`config.mk`:
```
export PLATFORM = sky130hd
export DESIGN_NAME = sprite_collision_mixer
export DESIGN_NICKNAME = d
export VERILOG_FILES = /design/src/rtl/sprite_pkg.sv /design/src/rtl/layer_priority_mux.sv /design/src/rtl/sprite_collision_mixer.sv
export SDC_FILE = /design/constraint.sdc
export NUM_CORES = 1
export LEC_CHECK = 0
export BUFFER_PORTS_ARGS = -buffer_cell sky130_fd_sc_hd__buf_2
export CELL_PAD_IN_SITES_DETAIL_PLACEMENT = 2
export CELL_PAD_IN_SITES_GLOBAL_PLACEMENT = 2
export CORE_ASPECT_RATIO = 1.2
export CORE_UTILIZATION = 25
export CTS_CLUSTER_DIAMETER = 150
export CTS_CLUSTER_SIZE = 20
export DETAILED_ROUTE_END_ITERATION = 16
export GPL_ROUTABILITY_DRIVEN = 0
export PLACE_DENSITY = 0.75
export SLEW_MARGIN = 20
export SYNTH_ARGS = -nofsm -noshare
export SYNTH_HDL_FRONTEND = slang
export SYNTH_SLANG_ARGS = --single-unit
```
`constraint.sdc`:
```
create_clock -name clk_pix -period 5.05 [get_ports clk_pix]
set_input_delay 0.7575 -clock clk_pix [delete_from_list [all_inputs] [get_ports clk_pix]]
set_output_delay 0.7575 -clock clk_pix [all_outputs]
set_load 0.02 [all_outputs]
```
`src/rtl/sprite_pkg.sv`:
```
// Shared types and helpers for the sprite mixing / collision blocks.
package sprite_pkg;

  localparam int COLR_BITS = 12;
  typedef logic [COLR_BITS-1:0] colr_t;
  localparam colr_t BG_COLR = 12'hFFF;

  localparam int MAX_LAYERS = 64;
  localparam int IDX_BITS   = $clog2(MAX_LAYERS);
  localparam int CNT_BITS   = IDX_BITS + 1;
  typedef logic [IDX_BITS-1:0] layer_idx_t;

  typedef enum logic {
    ARM   = 1'b0,
    ACCUM = 1'b1
  } fsm_t;

  function automatic logic [CNT_BITS-1:0] popcount(input logic [MAX_LAYERS-1:0] v);
    logic [CNT_BITS-1:0] n;
    n = '0;
    for (int i = 0; i < MAX_LAYERS; i++) begin
      n = n + CNT_BITS'(v[i]);
    end
    return n;
  endfunction

endpackage

```
`src/rtl/layer_priority_mux.sv`:
```
// Combinational lowest-index-first colour select over a stack of sprite layers.
module layer_priority_mux #(
  parameter int LAYERS    = 12,
  parameter int COLR_BITS = 12
) (
  input  logic [LAYERS-1:0]           drawing,
  input  logic [LAYERS*COLR_BITS-1:0] pixels,
  output logic [COLR_BITS-1:0]        colr,
  output logic                        any_draw
);

  // Walk from the lowest priority upwards so the lowest drawing index wins.
  always_comb begin
    colr = '0;
    for (int k = LAYERS - 1; k >= 0; k--) begin
      if (drawing[k]) begin
        colr = pixels[k*COLR_BITS +: COLR_BITS];
      end
    end
  end

  assign any_draw = |drawing;

endmodule

```
`src/rtl/sprite_collision_mixer.sv`:
```
// Priority pixel mixer with per-frame cross-group collision capture and score.
// Optional overlap highlight colour enabled by defining SPRITE_MIX_HIGHLIGHT_EN.
//
// state | meaning
// ARM   | after reset, waiting for the first frame pulse to load group masks
// ACCUM | accumulating cross-group overlaps; frame pulse latches hit_vec
module sprite_collision_mixer import sprite_pkg::*; #(
  parameter int                   LAYERS         = 12,
  parameter int                   COLR_BITS      = 12,
  parameter logic [COLR_BITS-1:0] BG_COLR        = 12'hFFF,
  parameter int                   SCORE_W        = 10,
  parameter logic [COLR_BITS-1:0] HIGHLIGHT_COLR = 12'hF00
) (
  input  logic                        clk_pix,
  input  logic                        reset_n,
  input  logic                        frame,
  input  logic                        de,
  input  logic [LAYERS-1:0]           layer_drawing,
  input  logic [LAYERS*COLR_BITS-1:0] layer_pixels,
  input  logic [LAYERS-1:0]           group_a,
  input  logic [LAYERS-1:0]           group_b,
  input  logic                        score_clr,
  output logic [COLR_BITS-1:0]        pix_out,
  output logic                        de_out,
  output logic [LAYERS-1:0]           hit_vec,
  output logic                        any_hit,
  output logic                        hit_valid,
  output logic [SCORE_W-1:0]          score
);

`ifdef SPRITE_MIX_HIGHLIGHT_EN
  localparam bit HL_EN = 1'b1;
`else
  localparam bit HL_EN = 1'b0;
`endif

  localparam int SUM_W = ((SCORE_W > CNT_BITS) ? SCORE_W : CNT_BITS) + 1;
  localparam logic [SUM_W-1:0] SCORE_MAX = SUM_W'((64'd1 << SCORE_W) - 64'd1);

  fsm_t state, state_nxt;

  logic [LAYERS-1:0]    shadow_a, shadow_b, shadow_b_prev, acc;
  logic [LAYERS-1:0]    vis_draw, b_hits;
  logic                 ov_a, ov_b;
  logic                 load_masks, latch_hits, accumulate;
  logic [COLR_BITS-1:0] mux_colr, pix_nxt;
  logic                 mux_any;
  logic [CNT_BITS-1:0]  b_cnt;
  logic [SUM_W-1:0]     score_base, score_sum;
  logic [SCORE_W-1:0]   score_nxt;

  assign vis_draw = layer_drawing & {LAYERS{de}};
  assign ov_a     = |(vis_draw & shadow_a);
  assign ov_b     = |(vis_draw & shadow_b);

  always_ff @(posedge clk_pix or negedge reset_n) begin
    if (!reset_n) state <= ARM;
    else          state <= state_nxt;
  end

  always_comb begin
    state_nxt  = state;
    load_masks = 1'b0;
    latch_hits = 1'b0;
    accumulate = 1'b0;
    case (state)
      ARM: begin
        if (frame) begin
          load_masks = 1'b1;
          state_nxt  = ACCUM;
        end
      end
      ACCUM: begin
        if (frame) begin
          load_masks = 1'b1;
          latch_hits = 1'b1;
        end else begin
          accumulate = ov_a & ov_b;
        end
      end
      default: state_nxt = ARM;
    endcase
  end

  // shadow_b_prev keeps the mask of the frame just closed for the score update.
  always_ff @(posedge clk_pix or negedge reset_n) begin
    if (!reset_n) begin
      shadow_a      <= '0;
      shadow_b      <= '0;
      shadow_b_prev <= '0;
      acc           <= '0;
      hit_vec       <= '0;
      any_hit       <= 1'b0;
      hit_valid     <= 1'b0;
    end else begin
      if (load_masks) begin
        shadow_a      <= group_a;
        shadow_b      <= group_b;
        shadow_b_prev <= shadow_b;
        acc           <= '0;
      end else if (accumulate) begin
        acc <= acc | (layer_drawing & (shadow_a | shadow_b));
      end
      hit_valid <= latch_hits;
      if (latch_hits) begin
        hit_vec <= acc;
        any_hit <= |acc;
      end
    end
  end

  assign b_hits = hit_vec & shadow_b_prev;
  assign b_cnt  = popcount(MAX_LAYERS'(b_hits));

  // Clear takes effect before the add so a coincident update starts from zero.
  always_comb begin
    score_base = score_clr ? '0 : SUM_W'(score);
    score_sum  = score_base + (hit_valid ? SUM_W'(b_cnt) : '0);
    score_nxt  = (score_sum > SCORE_MAX) ? SCORE_MAX[SCORE_W-1:0] : score_sum[SCORE_W-1:0];
  end

  always_ff @(posedge clk_pix or negedge reset_n) begin
    if (!reset_n) score <= '0;
    else          score <= score_nxt;
  end

  layer_priority_mux #(
    .LAYERS    (LAYERS),
    .COLR_BITS (COLR_BITS)
  ) u_mux (
    .drawing  (layer_drawing),
    .pixels   (layer_pixels),
    .colr     (mux_colr),
    .any_draw (mux_any)
  );

  always_comb begin
    pix_nxt = mux_any ? mux_colr : BG_COLR;
    if (HL_EN && ov_a && ov_b) pix_nxt = HIGHLIGHT_COLR;
    if (!de)                   pix_nxt = '0;
  end

  always_ff @(posedge clk_pix or negedge reset_n) begin
    if (!reset_n) begin
      pix_out <= '0;
      de_out  <= 1'b0;
    end else begin
      pix_out <= pix_nxt;
      de_out  <= de;
    end
  end

endmodule
```
Yosys cells after proc, flatten, opt, wreduce, memory -nomap -nowiden
Index checks and enable logic that the tools add are counted.
W data, S select, Z words.
{"block": "word_totals", "register_bits": 86, "in_bits": 185, "out_inout_bits": 37}
{"block": "op_classes", "n_addsub": 12, "magnitude_cmp": 1, "muxes": 24, "bitwise": 8, "reduce_logical": 5}
{"operator": "$mux W12", "n": 16}
{"operator": "$and A12 B12 Y12", "n": 5}
{"operator": "$reduce_or A12 Y1", "n": 4}
{"operator": "$add A7 B1 Y7", "n": 5}
{"operator": "$or A12 B12 Y12", "n": 2}
{"operator": "$mux W10", "n": 2}
{"operator": "$add A10 B7 Y11", "n": 1}
{"operator": "$gt A11 B10 Y1 const B", "n": 1}
{"operator": "$add A6 B1 Y7", "n": 1}
{"operator": "$mux W7", "n": 1}
{"operator": "$add A5 B1 Y6", "n": 1}
{"operator": "$add A4 B1 Y5", "n": 1}
{"operator": "$mux W1", "n": 5}
{"operator": "$add A3 B1 Y4", "n": 1}
{"operator": "$add A2 B1 Y3", "n": 1}
{"operator": "$add A1 B1 Y2", "n": 1}
{"operator": "$reduce_bool A2 Y1", "n": 1}
{"operator": "$and A1 B1 Y1", "n": 1}

Depth between registers and ports, before layout
Gate-level depths: netlist of run 1.
{"block": "logic_depth", "word_depth": 16, "ltp_mapped": 17, "mapped_depth_nobuf": 17}

Cells and area by module
Synthesis of run 1 repeated with hierarchy kept, for this count alone.
{"block": "unflattened", "hier_cells": 531, "hier_area_um2": 5415.2}
{"mod": "sprite_collision_mixer", "n_inst": 1, "cells_per_inst": 335, "area_each_um2": 4101.4, "seq_area_each_um2": 2152.1}
{"mod": "layer_priority_mux", "n_inst": 1, "cells_per_inst": 196, "area_each_um2": 1313.8, "seq_area_each_um2": 0.0}

Worst setup path after synthesis of run 1
OpenSTA, ideal clock, no wires.
{"block": "synth_timing", "kind": "reg-to-reg", "start": "reg hit_vec[0]", "end": "reg score[0]", "setup_time_ns": 0.066, "arrival_ns": 4.938, "required_time_ns": 4.984, "path_slack_ns": 0.045, "stages_incl_launch_ff": 18, "path_buffers": 1, "period_less_slack_ns": 5.005, "path_cell_list": "dfrtp_1 > and2_1 > fa_1 > inv_1 > fa_1 > fa_1 > fa_1 > inv_1 > ha_1 > fa_1 > xor2_1 > and2_1 > ha_1 > a21o_1 > a21oi_2 > or4_1 > buf_2 > nand2b_1"}
{"block": "synth_via", "elab_chain_len": 16}
{"item": "start, declared", "line": "sprite_collision_mixer.sv:25", "text": "output logic [LAYERS-1:0] hit_vec,"}
{"item": "start signal, assigned", "line": "sprite_collision_mixer.sv:92", "text": "hit_vec <= '0;"}
{"item": "start signal, assigned", "line": "sprite_collision_mixer.sv:106", "text": "hit_vec <= acc;"}
{"item": "$and A12 B12 Y12 (*)", "line": "sprite_collision_mixer.sv:112", "text": "assign b_hits = hit_vec & shadow_b_prev;"}
{"item": "$add A1 B1 Y2 (*)", "line": "sprite_pkg.sv:22", "text": "n = n + CNT_BITS'(v[i]);"}
{"item": "$add A2 B1 Y3 (*)", "line": "sprite_pkg.sv:22"}
{"item": "$add A3 B1 Y4 (*)", "line": "sprite_pkg.sv:22"}
{"item": "$add A4 B1 Y5 (*)", "line": "sprite_pkg.sv:22"}
{"item": "$add A5 B1 Y6 (*)", "line": "sprite_pkg.sv:22"}
{"item": "$add A6 B1 Y7 (*)", "line": "sprite_pkg.sv:22"}
{"item": "$add A7 B1 Y7 (*) (5 in series)", "line": "sprite_pkg.sv:22"}
{"item": "$mux W7 (*)", "line": "sprite_collision_mixer.sv:118", "text": "score_sum = score_base + (hit_valid ? SUM_W'(b_cnt) : '0);"}
{"item": "$add A10 B7 Y11 (*)", "line": "sprite_collision_mixer.sv:118"}
{"item": "$gt A11 B10 Y1", "line": "sprite_collision_mixer.sv:119", "text": "score_nxt = (score_sum > SCORE_MAX) ? SCORE_MAX[SCORE_W-1:0] : score_sum[SCORE_W-1:0];"}
{"item": "$mux W10 (*)", "line": "sprite_collision_mixer.sv:119"}
{"item": "net score_nxt[0]", "line": "sprite_collision_mixer.sv:50", "text": "logic [SCORE_W-1:0] score_nxt;"}
{"item": "end signal, assigned", "line": "sprite_collision_mixer.sv:124", "text": "else score <= score_nxt;"}
{"item": "end, declared", "line": "sprite_collision_mixer.sv:28", "text": "output logic [SCORE_W-1:0] score"}
Mark *: on every way through the listed nets, which the timed path passes. The rest lies on a longest branch.
A chain may end at the register's enable or synchronous reset.

Worst setup path after layout of run 1
{"block": "layout_timing", "start": "reg hit_vec[0]", "end": "reg score[1]"}
The elaborated chain is that of the path after synthesis.

==> out/qor.yml, run 1 <==
max_cap_viol_count: 0
cts.sink_count: 86
clock_latency_on_the_worst_skew_pair_ns: 0.34
tritoncts: "yes"
filler_cells: 2143
finalSetupTns_ns: 0
top_layer_used: "met4"
ctsHtreeMaxLevel: 3
post_route_drc_violation_count: 0
total_iterations_of_the_first_detailed_routing_run: 4
first_global_vias: 5693
status: "complete, no violations"
design.core.area_mm2: 0.0191
cp-end-kind: "register"
netlist_top_cells_area: "dfrtp_1, mux2_2, a221oi_1, fa_1, a22o_1"
drtIter0Drc: 110
multi_input_area_mm2: 0.00251
routed-wl-met3_um: 1150
avgRoutedWirePerCell_um: 21.8
category_of_the_most_critical_setup_path: "reg -> reg"
peakVddDrop_mv: 0.159
finish.cell_count_without_fillers: 934
final.setup_skew_ns: 0.00701
p_leak_uw: 0.00310
timing.critical_path.slowest_stage_cell: "or4_4"
row_count: 55
hold_slack_ns: 0.359
fmax_mhz: 207
cts_inserted_buffers: 9
totalPowerFinal_uw: 1990
numPortBuffers: 221
initial_antenna_violation_count: 1
pin_count_of_the_biggest_net_entering_global_routing: 54
dp.cells: 916
startpoint: "hit_vec[0]"
syn-cell-area_mm2: 0.00491
cpMostUsedCell: "fa_1"
ys_types: 46
final_hold_viol_count: 0
route.met2.wl_um: 10900
number_of_i_o_pins: 222
slew_headroom_pct: 29.1
seq_area_frac_synth_pct: 43.8
power_density_mw_per_mm2: 303
chipHeight_um: 156
route.layer.met1.wl_um: 7400
synth_top_area_share_pct: 43.8
timing.critical_path.cells: "and2_1 > fa_1 > inv_1 > fa_1 > fa_1 > fa_1 > inv_1 > ha_1 > fa_2 > xor2_1 > and2_1 > ha_1 > a21o_1 > a21oi_2 > or4_4 > nand2b_1"
finalCriticalPeriod_ns: 4.84
cts-root-buf: "clkbuf_16"
post_synth_inst_count: 469
layout.nets: 874
synth_area_per_cell_um2: 10.5
estimated_wirelength_of_the_detail_placed_design_um: 16400
arrival_ns: 5.11
synth-async-reset-ratio_pct: 100
cts.reportedPaths.clkPinSlew_ns: 0.06
die_area_mm2: 0.0202
start_util_pct: 25.8
critical-path-max-stage-delay_ns: 0.56
post-route-period-util_pct: 95.8
sequential_cell_area_mm2: 0.00215
cp.required_ns: 5.33
fraction_of_final_layout_cells_with_drive_strength_greater_than_1_pct: 43.6
synth_edf_count: 0
timing.rr.start: "hit_vec[0]"
grt_remaining_overflow: 0
area_growth_syn_to_layout_pct: 33.5
timing.reg2reg.worst_path_depth: 16
final_max_slew_viol_count: 0
crit_path_max_fanout: 8
ys_ff_latch: 86
worstMarginPinSlew_ns: 1.06
hold_class: "in -> async"
synth.net_count: 670
synth_top_area_cell: "dfrtp_1"
postSynth.topFlopCell: "dfrtp_1"
routed_via_density: 5.16
die_width_um: 130
dr_total_vias: 4822
groute.usage.overall_pct: 20.6
report.final.setup_viol: 0
worstSetupStartpointType: "register"
grt_pass1_wl_um: 30800
synth.yosys.warnings: 0
clock_path_buffers: 2
route.antenna.remaining_nets: 0
routed_wirelength_um: 20300
[where the power goes]
part	switching [uW]	leakage, uW	internal [uW]
logic	255	0.00187	198
clock network	274	0.000153	446
registers	55.4	0.00108	759
[through the flow]
step           cell area, um^2  utilization, %  worst slack [ns]
2_1_floorplan             4910               -            0.0455
3_3_place_gp              6190            32.5            0.0561
3_5_place_dp              6190            32.5           -0.0695
4_1_cts                   6510            34.2            0.0218
5_1_grt                   6550            34.4           -0.0143
6_report                  6550            34.4             0.213
[logic make-up (layout without fill, tap and decap cells)]
logic type / after synthesis / after routing / synth area share (%)
buf+inv: 60 / 268 / 5.71
mux: 37 / 37 / 8.46
other cells: 0 / 1 / 0
xor+xnor: 6 / 6 / 1.07
compound gates: 172 / 172 / 25.4
fa+ha+maj: 16 / 16 / 5.30
flops: 86 / 86 / 43.8
simple gates: 92 / 92 / 10.2
[worst max-delay path, delay by kind of cell, from the launching register on]
family	cells	cell delay [ns]
AO/OA/AOI/OAI	2	0.19
AND/OR/NAND/NOR	4	1.03
flip-flops	1	0.38
adder cells (fa/ha/maj)	7	2.89
buffers and inverters	2	0.11
XOR/XNOR	1	0.17
[registers in the layout, indices dropped and copies added (netlist names)]
signal and count:
acc 12, any_hit 1, de_out 1, hit_valid 1, hit_vec 12, pix_out 12
score 10, shadow_a 12, shadow_b 12, shadow_b_prev 12, state 1
[layout by cell type (no fill, tap or decap), drive strengths merged, types with 2 or more instances in the layout]
cell type	count
buf	228
inv	25
o31ai	12
xnor2	4
o21ai	28
mux2	36
nor4	3
a31oi	12
o221ai	12
nor2b	11
nand3	5
nor2	6
nor3	3
ha	8
nand2	27
or2	4
xor2	2
a22o	18
clkbuf	12
nand2b	19
a221oi	29
o2111ai	11
fa	8
a21oi	17
a21o	3
a211oi	3
bufinv	2
and2	10
dfrtp	86
o22ai	24
[metal layers]
layer,global-route usage [%],up-vias
li1,-,2182
met1,20.9,2384
met2,38.7,209
met3,4.23,47
met4,11.5,0
met5,0,-
[final timing paths]
| path | to | slack, ns |
|---|---|---|
| worst max-delay path | score[1] | 0.21 |
| worst min-delay path | hit_vec[5] | 0.36 |
| worst max register to register | score[1] | 0.21 |
| worst min register to register | shadow_b_prev[7] | 0.50 |
| max in group asynchronous | shadow_b[1] | 3.64 |
| min in group clk_pix | shadow_b_prev[7] | 0.50 |
[cell usage after synthesis, types with 12 or more instances]
| master | n |
|---|---|
| o31ai_1 | 12 |
| inv_1 | 25 |
| o221ai_1 | 12 |
| a22o_1 | 18 |
| nand2b_1 | 19 |
| nand2_1 | 27 |
| mux2_2 | 36 |
| a221oi_1 | 28 |
| clkbuf_1 | 17 |
| dfrtp_1 | 86 |
| o22ai_1 | 24 |
| a21oi_1 | 16 |
| o21ai_0 | 26 |
[layout make-up]
cell class                      instances  share of cell area [%]
Clock buffer                           12                    3.76
Multi-Input combinational cell        323                    38.3
Timing Repair Buffer                  228                    17.7
Antenna cell                            1                  0.0382
Sequential cell                        86                    32.8
Clock inverter                          3                    1.05
Inverter                               25                    1.43
Tap cell                              256                    4.89
[repair_timing]
item / CTS / global route
pin swaps: 1 / 9
hold buffers: 0 / 0
resized for setup: 3 / 6
setup buffers: 0 / 2
setup endpoints to repair: 9 / 10
No activity file was read; power rests on OpenSTA's default activity.
==> inputs of run 2 (changes only) <==
--- a/config.mk
+++ b/config.mk
@@ -9,12 +9,12 @@
 export CELL_PAD_IN_SITES_DETAIL_PLACEMENT = 2
 export CELL_PAD_IN_SITES_GLOBAL_PLACEMENT = 2
 export CORE_ASPECT_RATIO = 1.2
-export CORE_UTILIZATION = 25
+export CORE_UTILIZATION = 30
 export CTS_CLUSTER_DIAMETER = 150
 export CTS_CLUSTER_SIZE = 20
 export DETAILED_ROUTE_END_ITERATION = 16
 export GPL_ROUTABILITY_DRIVEN = 0
-export PLACE_DENSITY = 0.75
+export PLACE_DENSITY = 0.85
 export SLEW_MARGIN = 20
 export SYNTH_ARGS = -nofsm -noshare
 export SYNTH_HDL_FRONTEND = slang
==> constraint.sdc (replaced) <==
create_clock -name clk_pix -period 6.2 [get_ports clk_pix]
set_input_delay 0.93 -clock clk_pix [delete_from_list [all_inputs] [get_ports clk_pix]]
set_output_delay 0.93 -clock clk_pix [all_outputs]
set_load 0.02 [all_outputs]
==> run 2 against run 1 <==
  * Combinational power is 19% lower
  * Final cell count down 5.7%
  * Flip-flop and latch count is the same
  * Sequential power decreased by 18%
  * First-iteration DRC count rose by 110%
  * Via count up 1.9%
  * Largest cell class unchanged
  * Highest routed layer unchanged
==> out/qor.yml, run 2 (synthesis results as in run 1) <==
status: "complete, no violations"  # unchanged
number_of_i_o_pins: 222  # unchanged
cts-root-buf: "clkbuf_16"  # unchanged
clock_power_share_pct: 34.4  # was 36.2%
chipHeight_um: 142  # was 156 um
cts.hold.buffers_added: 0  # unchanged
max_cap_viol_count: 0  # unchanged
groute.usage.overall_pct: 25.7  # was 20.6%
fraction_of_final_layout_cells_with_drive_strength_greater_than_1_pct: 42.1  # was 43.6%
power_density_mw_per_mm2: 246  # was 303 mW/mm^2
start_util_pct: 31.0  # was 25.8%
post-route-period-util_pct: 86.1  # was 95.8%
routed_wirelength_um: 21300  # was 20300 um
clock_path_buffers: 2  # unchanged
filler_cells: 1741  # was 2143
drtIter0Drc: 235  # was 110
layout.nets: 869  # was 874
finalSetupTns_ns: 0  # unchanged
area_growth_syn_to_layout_pct: 30.4  # was 33.5%
clock_latency_on_the_worst_skew_pair_ns: 0.34  # about the same
total_switching_power_uw: 482  # was 584 uW
arrival_ns: 5.61  # was 5.11 ns
dp.cells: 865  # was 916
reg_power_share_pct: 42.2  # was 41.0%
cp-end-kind: "register"  # unchanged
fmax_mhz: 187  # was 207 MHz
routed_via_density: 5.58  # was 5.16
total_iterations_of_the_first_detailed_routing_run: 4  # unchanged
finalCriticalPeriod_ns: 5.34  # was 4.84 ns
worstMarginPinSlew_ns: 1.11  # was 1.06 ns
estimated_wirelength_of_the_detail_placed_design_um: 16800  # was 16400 um
pin_count_of_the_biggest_net_entering_global_routing: 87  # was 54
grt_remaining_overflow: 0  # unchanged
p_comb_share_pct: 23.4  # was 22.8%
cts.reportedPaths.clkPinSlew_ns: 0.06  # about the same
die_width_um: 119  # was 130 um
peakVddDrop_mv: 0.138  # was 0.159 mV
cts.sink_count: 86  # unchanged
cts_repair_resize_count: 0  # was 3
report.final.setup_viol: 0  # unchanged
final_hold_viol_count: 0  # unchanged
worstSetupStartpointType: "register"  # unchanged
grt_pass1_wl_um: 32200  # was 30800 um
tritoncts: "yes"  # unchanged
category_of_the_most_critical_setup_path: "reg -> reg"  # unchanged
hold_class: "reg -> reg"  # was in -> async
numPortBuffers: 221  # unchanged
final_max_slew_viol_count: 0  # unchanged
design.core.area_mm2: 0.0158  # was 0.0191 mm^2
cts_inserted_buffers: 9  # unchanged
die_area_mm2: 0.0169  # was 0.0202 mm^2
dpl-instance-area_mm2: 0.00611  # was 0.00619 mm^2
cts_setup_buffers: 0  # unchanged
stdcell_area_mm2: 0.00640  # was 0.00655 mm^2
post_route_drc_violation_count: 0  # unchanged
crit_path_max_fanout: 8  # unchanged
switching_fraction_pct: 30.7  # was 29.4%
final_common_cell: "buf_2"  # unchanged
route.antenna.remaining_nets: 0  # unchanged
rsz0062_at_grt: "false"
power.internal_uw: 1090  # was 1400 uW
final.setup_skew_ns: 0.00606  # was 0.00701 ns
dr_total_vias: 4914  # was 4822
cp.required_ns: 6.47  # was 5.33 ns
avgRoutedWirePerCell_um: 24.2  # was 21.8 um
finish.cell_count_without_fillers: 881  # was 934
antennaDiodeCount: 0  # was 1
first_global_vias: 5530  # was 5693
final_cell_mix: "buf_2, dfrtp_1, mux2_2"  # unchanged
ctsHtreeMaxLevel: 3  # unchanged
initial_antenna_violation_count: 1  # unchanged
row_count: 50  # was 55
slew_headroom_pct: 25.8  # was 29.1%
p_leak_uw: 0.00306  # was 0.00310 uW
run 2: critical path, cell delays in order, from the launching register on:
cell and delay, ns:
dfrtp_1 0.39, and2_1 0.19, fa_1 0.57, inv_1 0.07
fa_1 0.53, fa_1 0.53, fa_1 0.55, inv_1 0.04
ha_1 0.22, fa_1 0.39, xor2_1 0.17, and2_1 0.16
ha_1 0.35, a21o_1 0.14, a21oi_2 0.09, or4_1 0.71
nand2b_1 0.15
run 2: metal layers:
metal  up-vias  global-route usage [%]  share of wire (%)
met5         -                       0                  0
met4         0                    10.3                3.8
met3        46                    5.05                5.8
met2       217                    48.2                 53
met1      2470                    28.2                 38
li1       2181                       -                  -
run 2: through the flow:
| stage | total power [uW] | hold WS (ns) | util (%) | setup slack [ns] |
|---|---|---|---|---|
| floorplan | 862 | 0.460 | - | 1.20 |
| global placement | 1010 | 0.477 | 38.6 | 1.14 |
| detailed placement | 1030 | 0.497 | 38.6 | 0.930 |
| CTS | 1590 | 0.511 | 40.4 | 0.828 |
| global route | 1640 | 0.528 | 40.5 | 0.657 |
| finish | 1570 | 0.508 | 40.5 | 0.863 |
run 2: worst paths after layout:
kind / start / to / slack (ns) / depth (start not counted)
max in group asynchronous: reset_n / hit_vec[1] / 5.02 / 1
setup reg to reg: hit_vec[0] / score[1] / 0.86 / 16
setup / recovery: hit_vec[0] / score[1] / 0.86 / 16
hold / removal: shadow_b_prev[0] / shadow_b_prev[0] / 0.51 / 1
hold reg to reg: shadow_b_prev[0] / shadow_b_prev[0] / 0.51 / 1
min in group asynchronous: reset_n / hit_vec[5] / 0.66 / 1
run 2: layout make-up:
class	count	area, um^2	share of cell area (%)
multi-input cells	323	2480	38.7
flip-flops and latches	86	2150	33.6
repair buffers	223	1130	17.6
well taps	208	260	4.06
clock buffers	11	233	3.63
inverters	25	93.8	1.47
clock inverters	5	58.8	0.919
run 2: power by group through the flow:
stage	clock network (uW)	logic (uW)	registers [uW]
floorplan	0	179	682
global placement	0	345	667
detailed placement	0	361	674
CTS	552	370	664
global route	572	399	670
finish	540	367	664
